`config.mk`:
```
export PLATFORM = sky130hd
export DESIGN_NAME = gamepad_poll_sequencer
export DESIGN_NICKNAME = d
export VERILOG_FILES = /design/src/rtl/gamepad_pkg.sv /design/src/rtl/gamepad_poll_sequencer_timer.sv /design/src/rtl/gamepad_poll_sequencer.sv
export SDC_FILE = /design/constraint.sdc
export NUM_CORES = 1
export LEC_CHECK = 0
export BUFFER_PORTS_ARGS = -buffer_cell sky130_fd_sc_hd__buf_2
export CAP_MARGIN = 20
export CORE_AREA = 3 3 94 96
export DETAILED_ROUTE_END_ITERATION = 16
export DIE_AREA = 0 0 97 99
export PLACE_DENSITY = 0.54
export SKIP_LAST_GASP = 1
export SYNTH_ARGS = -nofsm -noshare
export SYNTH_HDL_FRONTEND = slang
export SYNTH_HIERARCHICAL = 1
export SYNTH_SLANG_ARGS = --single-unit
```
`constraint.sdc`:
```
create_clock -name clk -period 3.2 [get_ports clk]
set_clock_uncertainty 0.15 [all_clocks]
set_input_delay 0.16 -clock clk [delete_from_list [all_inputs] [get_ports clk]]
set_output_delay 0.16 -clock clk [all_outputs]
set_load 0.02 [all_outputs]
```
`src/rtl/gamepad_pkg.sv`:
```
// Shared definitions for the gamepad poll sequencer: FSM encoding, button
// bit positions and default timing constants (50 MHz system clock).
package gamepad_pkg;

   typedef enum logic [2:0] {
      ST_IDLE,
      ST_LATCH,
      ST_BIT_LOW,
      ST_BIT_HIGH,
      ST_DONE
   } state_t;

   localparam int unsigned BTN_A      = 0;
   localparam int unsigned BTN_B      = 1;
   localparam int unsigned BTN_SELECT = 2;
   localparam int unsigned BTN_START  = 3;
   localparam int unsigned BTN_UP     = 4;
   localparam int unsigned BTN_DOWN   = 5;
   localparam int unsigned BTN_LEFT   = 6;
   localparam int unsigned BTN_RIGHT  = 7;

   localparam int unsigned DEF_LATCH_CYCLES       = 600;
   localparam int unsigned DEF_HALF_BIT_CYCLES    = 300;
   localparam int unsigned DEF_POLL_PERIOD_CYCLES = 833333;

endpackage

```
`src/rtl/gamepad_poll_sequencer_timer.sv`:
```
// Free-running auto-poll interval counter; held at zero while disabled and
// pulses tick for one cycle every PERIOD enabled cycles.
module poll_timer #(
   parameter int unsigned PERIOD = 833333
) (
   input  logic clk,
   input  logic reset,
   input  logic en,
   output logic tick
);

   localparam int unsigned W = (PERIOD > 1) ? $clog2(PERIOD) : 1;
   localparam logic [W-1:0] LAST = W'(PERIOD - 1);

   logic [W-1:0] cnt;

   always_ff @(posedge clk or posedge reset) begin
      if (reset) begin
         cnt <= '0;
      end else if (!en || cnt == LAST) begin
         cnt <= '0;
      end else begin
         cnt <= cnt + W'(1);
      end
   end

   assign tick = en && (cnt == LAST);

endmodule

```
`src/rtl/gamepad_poll_sequencer.sv`:
```
// Serial gamepad poller: latch strobe, eight clocked bit reads, active-high
// button snapshot with valid/changed pulses and a one-deep request queue.
module gamepad_poll_sequencer
   import gamepad_pkg::*;
#(
   parameter int unsigned LATCH_CYCLES       = DEF_LATCH_CYCLES,
   parameter int unsigned HALF_BIT_CYCLES    = DEF_HALF_BIT_CYCLES,
   parameter int unsigned POLL_PERIOD_CYCLES = DEF_POLL_PERIOD_CYCLES
) (
   input  logic       clk,
   input  logic       reset,
   input  logic       poll_req,
   input  logic       auto_en,
   input  logic       pad_data,
   output logic       pad_latch,
   output logic       pad_clk,
   output logic [7:0] buttons,
   output logic       valid,
   output logic       changed,
   output logic       busy
);

   localparam int unsigned MAX_PHASE = (LATCH_CYCLES > HALF_BIT_CYCLES) ? LATCH_CYCLES : HALF_BIT_CYCLES;
   localparam int unsigned CW        = (MAX_PHASE > 1) ? $clog2(MAX_PHASE) : 1;
   localparam logic [CW-1:0] LATCH_LAST = CW'(LATCH_CYCLES - 1);
   localparam logic [CW-1:0] HALF_LAST  = CW'(HALF_BIT_CYCLES - 1);

   state_t        state;
   logic [CW-1:0] cnt;
   logic [2:0]    bit_idx;
   logic [7:0]    shift;
   logic          pending;
   logic          tick;
   logic          start;

   poll_timer #(.PERIOD(POLL_PERIOD_CYCLES)) u_timer (
      .clk   (clk),
      .reset (reset),
      .en    (auto_en),
      .tick  (tick)
   );

   assign start = poll_req || (auto_en && tick);

   always_ff @(posedge clk or posedge reset) begin
      if (reset) begin
         state     <= ST_IDLE;
         cnt       <= '0;
         bit_idx   <= '0;
         shift     <= '0;
         pending   <= 1'b0;
         pad_latch <= 1'b0;
         pad_clk   <= 1'b0;
         buttons   <= '0;
         valid     <= 1'b0;
         changed   <= 1'b0;
         busy      <= 1'b0;
      end else begin
         valid   <= 1'b0;
         changed <= 1'b0;
         case (state)
            ST_IDLE: begin
               if (start) begin
                  state     <= ST_LATCH;
                  cnt       <= '0;
                  pad_latch <= 1'b1;
                  busy      <= 1'b1;
               end
            end
            ST_LATCH: begin
               if (start) pending <= 1'b1;
               if (cnt == LATCH_LAST) begin
                  cnt       <= '0;
                  bit_idx   <= '0;
                  pad_latch <= 1'b0;
                  state     <= ST_BIT_LOW;
               end else begin
                  cnt <= cnt + CW'(1);
               end
            end
            ST_BIT_LOW: begin
               if (start) pending <= 1'b1;
               if (cnt == HALF_LAST) begin
                  cnt            <= '0;
                  shift[bit_idx] <= ~pad_data;
                  pad_clk        <= 1'b1;
                  state          <= ST_BIT_HIGH;
               end else begin
                  cnt <= cnt + CW'(1);
               end
            end
            ST_BIT_HIGH: begin
               if (start) pending <= 1'b1;
               if (cnt == HALF_LAST) begin
                  cnt     <= '0;
                  pad_clk <= 1'b0;
                  if (bit_idx == 3'd7) begin
                     // outputs are registered, so the DONE-cycle results are loaded on entry
                     buttons <= shift;
                     valid   <= 1'b1;
                     changed <= (shift != buttons);
                     state   <= ST_DONE;
                  end else begin
                     bit_idx <= bit_idx + 3'd1;
                     state   <= ST_BIT_LOW;
                  end
               end else begin
                  cnt <= cnt + CW'(1);
               end
            end
            ST_DONE: begin
               // a request landing in DONE is served immediately, as if queued
               if (pending || start) begin
                  pending   <= 1'b0;
                  cnt       <= '0;
                  pad_latch <= 1'b1;
                  state     <= ST_LATCH;
               end else begin
                  busy  <= 1'b0;
                  state <= ST_IDLE;
               end
            end
            default: begin
               state <= ST_IDLE;
               busy  <= 1'b0;
            end
         endcase
      end
   end

endmodule
```
==> reports/results.tsv <==
stage	metric	value	unit
run_status	outcome	finished clean	
timing	tns	0	ns
placed_design	place_inst	429	
logic_synthesis	yosys.area.top_type_share	45.5	%
floorplanning	core	0.00813	mm2
drt	ant_nets	0	
logic_synthesis	synthTopCellsByArea	dfrtp_1, nor2_1, xnor2_1	
timing	final_hold_viol_count	0	
clock_network	cts-root-buf	clkbuf_8	
critical_path	worstSetupPathType	reg2reg	
cells_and_area	fillers	771	
clock_network	h-tree-depth	3	
floorplanning	dieWidth	97	um
global_route	grt_usage	14.2	%
clock_network	clock_sinks	58	
placed_design	gp_congestion	0.750	
placed_design	post-dp-hpwl	4170	um
floorplanning	ios	18	
cells_and_area	layout.nets	348	
placed_design	numPortBuffers	17	
critical_path	crit_slowest_cell	dfrtp_1	
logic_synthesis	ys_seq_elements	58	
power	p_per_area	398	mW/mm2
global_route	grt_max_degree	39	
global_route	grt_overflow	0	
timing	maxSlewHeadroom	46.7	%
logic_synthesis	syn_area_per_cell	10.1	um2
clock_network	clockBufferDepth	2	
timing	hold_ws	0.0902	ns
logic_synthesis	synth_edf_count	0	
critical_path	critPathLaunchType	register	
power	power.total	0.00143	W
critical_path	critical_path_required	3.31	ns
drt	drt-pass1-iter-count	5	
clock_network	clk_latency	0.34	ns
logic_synthesis	syn_nets	325	
hold_path	min_path_type	in2reg	
critical_path	worst_ep_arrival_time	2.79	ns
timing	setup_slack	0.520	ns
drt	wl_per_cell	14.0	um
timing	tightest_slew	0.799	ns
global_route	grt_pass1_vias	2308	
timing	fmax	373	MHz
cells_and_area	syn2layout_area_growth	12.7	%
logic_synthesis	synth-seq-area-share	45.5	%
critical_path	critPathMaxStageDelay	0.43	ns
clock_network	postCtsSetupRepairBufs	0	
drt	drt_iter0_drc	89	
floorplanning	rows	33	
logic_synthesis	netlist_area	0.00319	mm2
job	cap_violations	0	
power	power.leakage	1.54	nW
global_route	antenna_found_initial	0	
drt	wirelength	6260	um
logic_synthesis	netlist_instances	315	
drt	vias	2331	
timing	fin_crit_sh	83.8	%
clock_network	path_clk_slew	0.07	ns
floorplanning	die_y	99	um
floorplanning	dieArea	0.00960	mm2
logic_synthesis	yosys_warnings	6	
cells_and_area	final_cells	447	
logic_synthesis	synth_common_cells	dfrtp_1, nor2_1, nand2_1	
cells_and_area	diodes	0	
timing	min_period	2.68	ns
logic_synthesis	yosys.cell_count.top_type	dfrtp_1	
logic_synthesis	synth_ff_type	dfrtp_1	
logic_synthesis	synth_area_leader_cell	dfrtp_1	
logic_synthesis	ys_types	59	
clock_network	cts_tree	done	
critical_path	crit_fanout	11	
global_route	grt_pass1_wl	11100	um
critical_path	cp_cell_sequence	nor4b_1, nand3_1, nor4_1, and2_1, a221oi_1, mux2_2, or3_1, o211ai_1	
cells_and_area	drive_gt1_share	17.5	%
timing	rsz0062_at_grt	false	
floorplanning	start_util	39.2	%
placed_design	pre_cts_ws	0.533	ns
power	ir_drop	0.260	mV
critical_path	critPathCaptureType	register	
drt	remaining_drc_errors	0	
clock_network	cts_buffers	9	
timing	slew_viol_final	0	
drt	viasPerCell	5.21	
timing	setup_violations	0	
logic_synthesis	synthArstFlopShare	100	%
[final cells by class]
| cell class | instances | area [um2] | area share (%) |
|---|---|---|---|
| clock buffer | 10 | 128 | 3.55 |
| clock inverter | 5 | 56.3 | 1.57 |
| inverter | 18 | 67.6 | 1.88 |
| multi-input combinational | 226 | 1610 | 44.7 |
| sequential | 58 | 1450 | 40.4 |
| tap | 105 | 131 | 3.65 |
| timing repair buffer | 25 | 153 | 4.24 |
[routing by layer]
| metal | wire length [um] | global-route usage (%) | vias to the layer above | share of wire, % |
|---|---|---|---|---|
| met2 | 3040 | 23.0 | 25 | 49 |
| met4 | 66 | 4.43 | 0 | 1.1 |
| met1 | 2970 | 18.4 | 1113 | 47 |
| met3 | 184 | 4.25 | 8 | 2.9 |
| met5 | 0 | 0 | - | 0 |
| li1 | - | - | 1185 | - |
[logic make-up after synthesis]
kind of cell	count (synthesis)	share of synthesized area [%]
adders and majority gates	5	1.96
buffers and inverters	31	4.35
and+or+nand+nor	127	23.3
DFF	58	45.5
xor gates and xnor gates	23	6.31
AOI/OAI and AO/OA	54	12.9
muxes	17	5.76
[through the flow]
stage               util, %  instance area [um2]
finish                 44.2                 3600
CTS                    44.2                 3600
global route           44.2                 3600
floorplan                 -                 3190
global placement       41.6                 3380
detailed placement     41.6                 3380
[final timing paths]
path                                      start        endpoint  slack [ns]  depth (start not counted)
min in group asynchronous                 reset           valid        0.35                          4
worst min-delay path                   poll_req            busy        0.09                          4
max in group asynchronous                 reset  u_timer/cnt[8]        2.00                          3
worst max-delay path            u_timer/cnt[11]          cnt[4]        0.52                          8
worst max register to register  u_timer/cnt[11]          cnt[4]        0.52                          8
worst min register to register          pad_clk         pad_clk        0.34                          2
[registers in the layout, indices dropped and copies added (netlist names)]
register / flops
u_timer/cnt: 20
cnt: 10
buttons: 8
shift: 8
bit_idx: 3
state: 3
busy: 1
changed: 1
pad_clk: 1
pad_latch: 1
pending: 1
valid: 1
[cell usage in the layout (no fill, tap or decap), types with 2 or more instances in the layout]
cell type / instances
xor2_1: 9
buf_2: 17
clkinv_2: 2
and4b_1: 2
or3_1: 3
a22o_1: 2
nand3_2: 2
inv_1: 18
nor4_1: 9
o211ai_1: 4
nand2_1: 24
nand4_1: 7
nor2b_1: 2
xnor2_1: 14
ha_1: 5
nor3_1: 7
and4_1: 2
o41ai_2: 4
nor4_2: 3
mux2_2: 3
clkbuf_8: 9
dlygate4sd3_1: 3
a22oi_1: 3
or2_2: 2
o31ai_2: 3
o21ai_0: 11
buf_4: 5
a21oi_1: 10
nand2b_1: 6
nand3_1: 10
and2_1: 3
nor2_1: 34
mux2_1: 8
nor4b_2: 2
mux2i_1: 6
o22ai_1: 3
dfrtp_1: 58
[worst max-delay path, delay by kind of cell (launching register included)]
family	cells	cell delay [ns]
AOI/OAI and AO/OA	2	0.25
DFF	1	0.43
muxes	1	0.39
and+or+nand+nor	5	1.36
[power by group]
group	internal, W	leakage, nW	switching (W)
Clock	0.000354	0.0921	0.000299
Combinational	0.0000112	0.710	0.0000271
Sequential	0.000736	0.741	0.00000368
[timing repair]
action / in CTS / in global routing
hold buffers: 3 / 0
endpoints found under the hold margin: 64 / 0
gates resized for setup: 0 / 0
No activity file was read; power rests on OpenSTA's default activity.
